## src/rtl/arm_id_control_stage.sv

```systemverilog
// arm_id_control_stage
//   Instruction-decode control block for the 5-stage ARM pipeline.
//   - pc_plus_4: combinational pc_current + PC_INCREMENT (wraps, no carry out).
//   - Decodes the ARM subset (data processing, single load/store, B/BL) held
//     in the ID stage into a control bundle. Everything else decodes as a NOP.
//   - hazard_select forces a bubble (all-zero bundle) ahead of the register.
//   - The muxed bundle is registered once and drives the ID/EX stage.
// Ports
//   clk, reset           : rising-edge clock, synchronous active-high reset
//   pc_current/pc_plus_4 : PC in, PC + PC_INCREMENT out
//   instruction          : instruction in the ID stage
//   hazard_select        : 1 = insert bubble
//   reg_write_enable .. pc_source_select : registered control outputs
module arm_id_control_stage #(
  parameter int DATA_WIDTH   = 32,
  parameter int PC_INCREMENT = 4
) (
  input  logic                  clk,
  input  logic                  reset,
  input  logic [DATA_WIDTH-1:0] pc_current,
  output logic [DATA_WIDTH-1:0] pc_plus_4,
  input  logic [31:0]           instruction,
  input  logic                  hazard_select,
  output logic                  reg_write_enable,
  output logic                  mem_enable,
  output logic                  mem_rw,
  output logic                  mem_size,
  output logic                  mem_to_reg_select,
  output logic                  alu_source_select,
  output logic                  status_bit,
  output logic [3:0]            alu_operation,
  output logic                  pc_source_select
);

  typedef struct packed {
    logic       reg_write_enable;
    logic       mem_enable;
    logic       mem_rw;
    logic       mem_size;
    logic       mem_to_reg_select;
    logic       alu_source_select;
    logic       status_bit;
    logic [3:0] alu_operation;
    logic       pc_source_select;
  } ctrl_t;

  localparam logic [3:0] ALU_ADD = 4'b0100;
  localparam logic [3:0] ALU_SUB = 4'b0010;

  ctrl_t dec, muxed, ctrl_q;

  // Sum is taken at DATA_WIDTH bits, so the carry out is simply dropped.
  assign pc_plus_4 = pc_current + DATA_WIDTH'(PC_INCREMENT);

  // Condition field [31:28] is deliberately ignored; it is evaluated downstream.
  always_comb begin
    dec = '0;
    if (instruction != 32'h0) begin
      if (instruction[27:26] == 2'b00) begin
        // Data processing. TST/TEQ/CMP/CMN (1000-1011) only set flags.
        dec.alu_operation     = instruction[24:21];
        dec.status_bit        = instruction[20];
        dec.alu_source_select = instruction[25];
        dec.reg_write_enable  = (instruction[24:23] != 2'b10);
      end else if (instruction[27:26] == 2'b01) begin
        // Single load/store. I=0 means immediate offset, hence the inversion.
        dec.mem_enable        = 1'b1;
        dec.mem_rw            = ~instruction[20];
        dec.reg_write_enable  = instruction[20];
        dec.mem_to_reg_select = instruction[20];
        dec.mem_size          = instruction[22];
        dec.alu_source_select = ~instruction[25];
        dec.alu_operation     = instruction[23] ? ALU_ADD : ALU_SUB;
      end else if (instruction[27:25] == 3'b101) begin
        // B/BL: the L bit makes BL write the link register.
        dec.pc_source_select  = 1'b1;
        dec.reg_write_enable  = instruction[24];
        dec.alu_operation     = ALU_ADD;
      end
    end
  end

  assign muxed = hazard_select ? ctrl_t'('0) : dec;

  always_ff @(posedge clk) begin
    if (reset) ctrl_q <= '0;
    else       ctrl_q <= muxed;
  end

  assign reg_write_enable  = ctrl_q.reg_write_enable;
  assign mem_enable        = ctrl_q.mem_enable;
  assign mem_rw            = ctrl_q.mem_rw;
  assign mem_size          = ctrl_q.mem_size;
  assign mem_to_reg_select = ctrl_q.mem_to_reg_select;
  assign alu_source_select = ctrl_q.alu_source_select;
  assign status_bit        = ctrl_q.status_bit;
  assign alu_operation     = ctrl_q.alu_operation;
  assign pc_source_select  = ctrl_q.pc_source_select;

endmodule

```

## config.mk

```make
export PLATFORM = sky130hd
export DESIGN_NAME = arm_id_control_stage
export DESIGN_NICKNAME = d
export VERILOG_FILES = /design/src/rtl/arm_id_control_stage.sv
export SDC_FILE = /design/constraint.sdc
export NUM_CORES = 1
export LEC_CHECK = 0
export CAP_MARGIN = 20
export CORE_UTILIZATION = 32
export CTS_BUF_LIST = sky130_fd_sc_hd__clkbuf_8
export DETAILED_ROUTE_END_ITERATION = 6
export GPL_TIMING_DRIVEN = 0
export HOLD_SLACK_MARGIN = 0.08
export PLACE_DENSITY = 0.89
export REMOVE_ABC_BUFFERS = 1
export SLEW_MARGIN = 5
export SYNTH_ARGS = -nofsm -noshare
export SYNTH_HDL_FRONTEND = slang
export SYNTH_SLANG_ARGS = --single-unit
```

## constraint.sdc

```tcl
create_clock -name clk -period 3.8 [get_ports clk]
set_clock_uncertainty 0.1 [all_clocks]
set_input_delay 0.57 -clock clk [delete_from_list [all_inputs] [get_ports clk]]
set_output_delay 0.57 -clock clk [all_outputs]
set_load 0.01 [all_outputs]
```

**Word-level counts from Yosys, hierarchy flattened**

Index checks and enable logic that the tools add are counted.

- ROM bits: 0
- Register bits: 12
- Memories kept: 0
- Logic and storage cells: 34
- Bits of input ports: 67
- Output and inout bits: 44
- Latch bits: 0
- Memory bits (writable): 0

- Magnitude comparators: 0
- Reduce and logical (&&, ||, !) cells: 7
- Eq/ne operators: 3
- Add/subtract/negate cells: 1
- Shift operators: 0
- Mux-type cells: 9
- Multipliers: 0
- Bitwise logic cells: 5
- Divide/modulo/power cells: 0

Operator list:

| kind | count |
|---|---|
| 32-bit by 3-bit adder with 32-bit output (second input constant) | 1 |
| 32-bit nonzero test | 1 |
| 5-bit OR reduction | 2 |
| 4-bit 2-to-1 mux | 2 |
| 4-bit OR reduction | 2 |
| 3-bit 2-to-1 mux | 2 |
| 5-bit 2-to-1 mux | 1 |
| 1-bit NOT | 5 |
| 1-bit 2-to-1 mux | 4 |
| 3-bit equality test (second input constant) | 1 |
| 3-bit OR reduction | 1 |
| 2-bit by 1-bit equality test with 1-bit output (second input constant) | 1 |
| 2-bit logical NOT | 1 |
| 2-bit != test (second input constant) | 1 |

**Longest topological paths before layout**

- Depth in word-level cells: 4
- Depth in mapped cells: 6
- Mapped depth without buffers: 5

**Least setup slack after synthesis**

OpenSTA, ideal clock, no wires.

- Path kind: input to output
- Start point: input pc_current[2]
- End point: output pc_plus_4[24]
- Buffers on the path: 1
- Required time: 3.130 ns
- Stages on the path: 6
- Arrival: 1.807 ns
- Setup slack: 1.323 ns
- Cell sequence: ha_1 nand3_1 or3_1 buf_2 nor4_2 xor2_1

- Cells in the longest elaborated chain, start to end: 1

RTL lines:

| element | line | text |
|---|---|---|
| start: declaration | 20 | `input logic [DATA_WIDTH-1:0] pc_current,` |
| 32-bit by 3-bit adder with 32-bit output | 53 | `assign pc_plus_4 = pc_current + DATA_WIDTH'(PC_INCREMENT);` |
| end: declaration | 21 | `output logic [DATA_WIDTH-1:0] pc_plus_4,` |

Every way passes these cells.

**Final worst setup path**

- Start point: input pc_current[4]
- End point: output pc_plus_4[31]

Same word-level chain as after synthesis.

==> results.txt <==
TritonRoute pass-1 iters: 4
synthesized flop and latch total: 12
status: completed
PortBufs: 106
CTS max path bufs: 2
max cap viols: 0
DRT antenna net count: 0
Post-CTS Setup Inserts: 0
first-pass GRT wire length: 5420 um
largest net degree at the start of global routing: 14
peak supply drop: 0.0839 mV
Syn Area/Cell: 7.56 sq um
Final WS setup: 0.153 ns
Congestion Overflow GR: 0
final hold viol count: 0
fin. max-slew vios: 0
max incr delay on CP: 0.62 ns
Synth area leaders: dfxtp_1 23%, xor2_1 18%, xnor2_1 5.8%
critical path's top delay family: simple AND/OR/NAND/NOR gates
Hold Slack: 0.861 ns
Residual DRC: 0
most common cell after layout, fill and taps aside: clkdlybuf4s50_1
Placement Cell Area: 2140 sq um
Synth warnings: 0
CTS tree: yes
n_diodes: 0
CP max stage cell: or3_1
min Tclk post-route: 3.65 ns
mean routed wirelength per cell: 12.7 um
die area: 3570 sq um
CP arrival: 2.98 ns
All-Layer GR Usage: 0.204
Layout area overhead: 106%
EDFF count, synth: 0
initial core utilization: 0.344
GPL Wtd Cong: 0.799
clock root buffer: clkbuf_8
commonest cells after routing, fill and taps aside: 106 x clkdlybuf4s50_1, 22 x xor2_1, 12 x nor3_1, 12 x nor2_1, 12 x dfxtp_1
Critical Path Fanout Max: 11
Worst EP required: 3.13 ns
worst-path cell chain: clkdlybuf4s50_1 -> nand4_1 -> or3_1 -> nor4_4 -> xor2_1 -> clkdlybuf4s50_1
most frequent CP cell: clkdlybuf4s50_1
vias in the first global route: 1,337
Static Leak: 0.872 nW
Slew HR: 0.571
initial antenna violation count: 0
Post-Place Worst Slack: 0.104 ns
share of layout cells above drive strength 1: 0.0369
final setup fails: 0
Seq/Total Area, Yosys: 0.225
worst slew pin tran: 0.639 ns
most common flop cell mapped by yosys: dfxtp_1
height of the die: 59.7 um
routed vias/inst: 4.92
htree depth: 1
standard-cell rows: 20
CP Buf/Inv Count: 2
Layout Nets: 313
Final Cell Area: 2200 sq um
PD cells: 198 nW/um^2
Hold WC Path Type: input port to register
ys async rst share: 0
WL final: 3660 um
top cell type's share of synthesized area: 0.225
chip width: 59.7 um
Synth area leader: dfxtp_1
routed via count: 1,416
core area: 3100 sq um
Cell Area, Synth: 1070 sq um
clock transition time at the flip-flop clock pins of the worst setup and hold paths: 0.05 ns
Mapped Cells: 141
Top Ports: 111
Unique masters post-synth: 27
CTS Sinks: 12
crit path launch type: input port
Post-DP HPWL: 3070 um
DRT iter0 DRCs: 30
Inserted Clock Buffers: 3
Final period util: 0.960
utilization after layout: 0.708
crit path kind: input port to output port
CP Capture Type: output port
Max Clock Freq: 274 MHz
what timing repair did:
| item | CTS | global route |
|---|---|---|
| resized for setup | 0 | 1 |
| hold buffers | 0 | 0 |
| setup endpoints to repair | 0 | 4 |
cell type report:
class / count / area, sq um
Tap cell: 44 / 55.1
Inverter: 9 / 33.8
Clock buffer: 4 / 55.1
Sequential cell: 12 / 240
Multi-Input combinational cell: 113 / 753
Timing Repair Buffer: 106 / 1060
Fill cell: 286 / 905
metal layers:
layer | vias to the layer above | share of wire | global-route usage
met5 | - | 0 | 0
met4 | 0 | 0.0068 | 0.0598
met3 | 4 | 0.15 | 0.0909
met2 | 82 | 0.52 | 0.413
met1 | 636 | 0.32 | 0.172
li1 | 694 | - | -
through the flow:
step                power [mW]  setup TNS (ns)  cells
floorplan                0.175               0    134
global placement         0.300               0    284
detailed placement       0.302               0    284
CTS                      0.439               0    288
global route             0.454        -0.00748    288
finish                   0.436               0    288
synthesized netlist by cell type (4+ instances only):
master and count:
and2_1 5, and3_1 8, dfxtp_1 12, inv_1 9
nand2_1 9, nand3_1 10, nand4_1 4, nor2_1 12
nor3_1 12, nor4_1 8, xnor2_1 7, xor2_1 22
report_power, final:
group          leakage (nW)  internal, mW  total, mW  switching, mW
registers            0.0974         0.129      0.130       0.000688
clock network        0.0288        0.0913      0.135         0.0440
logic                 0.746         0.109      0.171         0.0614
cell families after synthesis:
kind of cell,count (synthesis),share of synthesized area
fa+ha+maj,1,0.0117
flops,12,0.225
compound gates,5,0.0329
buf+inv,16,0.0728
xor+xnor,29,0.238
simple gates,78,0.419
sequential cells by signal, summed over array words and instances, names as in the netlist:
name               cells
alu_operation          4
alu_source_select      1
mem_enable             1
mem_rw                 1
mem_size               1
mem_to_reg_select      1
pc_source_select       1
reg_write_enable       1
status_bit             1
final timing paths:
| check | startpoint | end | slack (ns) | cells after the start |
|---|---|---|---|---|
| setup / recovery | pc_current[4] | pc_plus_4[31] | 0.15 | 6 |
| hold / removal | reset | pc_source_select | 0.86 | 2 |
(Power assumes the default switching activity.)
==> RTL edit, RTL diff (config.mk and constraints unchanged) <==
`DATA_WIDTH`: 32 -> 40.
--- a/src/rtl/arm_id_control_stage.sv
+++ b/src/rtl/arm_id_control_stage.sv
@@ -12,7 +12,7 @@
 //   hazard_select        : 1 = insert bubble
 //   reg_write_enable .. pc_source_select : registered control outputs
 module arm_id_control_stage #(
-  parameter int DATA_WIDTH   = 32,
+  parameter int DATA_WIDTH   = 40,
   parameter int PC_INCREMENT = 4
 ) (
   input  logic                  clk,
Ports: changed (resized pc_current and pc_plus_4); port bits go from 111 to 127. No check against the original RTL was run, so the function may have changed too.
==> RTL edit against the original RTL <==
- design area increased by 18%
- area after synthesis increased by 23%
- sequential cell count unchanged
- sequential share of layout area decreased by 1.7 points
- power increased by 11%
- wire length increased by 31%
- setup slack got worse by 0.0014 ns
- critical path type unchanged
- critical endpoint is now pc_plus_4[23]
==> RTL edit: results (changes against the original RTL) <==
run_status:
  status: "complete, no violations"
placement:
  dp_hpwl_um: 4053  # +32%
  dp.cells: 335  # +18%
global_route:
  grt_use_met2_pct: 43.11  # +1.8 points
  grt_usage_pct: 22.29  # +1.9 points
  grt_pass1_vias: 1797  # +34%
  grt_pass1_wl_um: 7500  # +38%
logic_synthesis:
  synth_area_leaders: "xnor2_1 21%, dfxtp_1 18%, nand4_1 8.6%, nor4_1 5.7%, nand3_1 5.0%"
  synth_seq_area_share_pct: 18.34  # -4.2 points
  ys_types: 35  # +30%
  syn_area_per_cell_um2: 7.572  # +0.16%
  synth.cells.most_frequent: "31 x xnor2_1, 18 x nand4_1, 17 x nand2_1"
min_path:
  hold-path-cell-count: 3  # +1
  hp-start: "instruction[21]"
sta:
  worst_slew_pin_slew_ns: 0.6217  # -0.01729 ns
  timing.fmax_ghz: 0.2741  # about the same
  whs_ns: 0.8133  # -0.04818 ns
cells_and_area:
  drive_above_1_share_pct: 4.110  # +0.42 points
  nNetsFinal: 369  # +18%
pwr:
  switching_share_pct: 27.08  # +2.7 points
  comb_power_share_pct: 44.1  # +4.9 points
  powerComb_uw: 213  # +25%
  vdd_drop_max_mv: 0.08674  # +3.3%
drt:
  viasPerCell: 5.291  # +7.6%
  wl_met2_um: 2486  # +30%
  first_iter_violations: 71  # +140%
  finalWirelength_um: 4787  # +31%
worst_setup_path:
  cp-endpoint: "pc_plus_4[23]"
  critPathTopFamily: "buffers and inverters"
-- RTL edit: changes by cell type after synthesis, moves of 6 or more --
cell | before | now
and3_1 | 8 | 2
nand2_1 | 9 | 17
xor2_1 | 22 | 6
nand4_1 | 4 | 18
xnor2_1 | 7 | 31
-- RTL edit: area by class of cell --
class / count / area [um^2]
flip-flops and latches: 12 / 240.2
repair buffers: 123 / 1226
fillers: 314 / 1197
clock buffers: 4 / 55.05
well taps: 48 / 60.06
multi-input cells: 146 / 993.5
inverters: 7 / 26.28
-- RTL edit: cells by family after synthesis --
kind of cell             Yosys count  share of synthesized area (%)
AO/OA/AOI/OAI                      4                          1.910
XOR/XNOR                          37                          24.74
adder cells (fa/ha/maj)            1                         0.9550
buffers and inverters             15                          6.208
flip-flops                        12                          18.34
multiplexers                       1                         0.7641
AND/OR/NAND/NOR                  103                          47.09
-- RTL edit: what timing repair did --
item	4_1_cts	5_1_grt
hold endpoints to repair	0	0
setup buffers	0	0
endpoints found under the setup margin	0	1
gates resized for setup	0	1
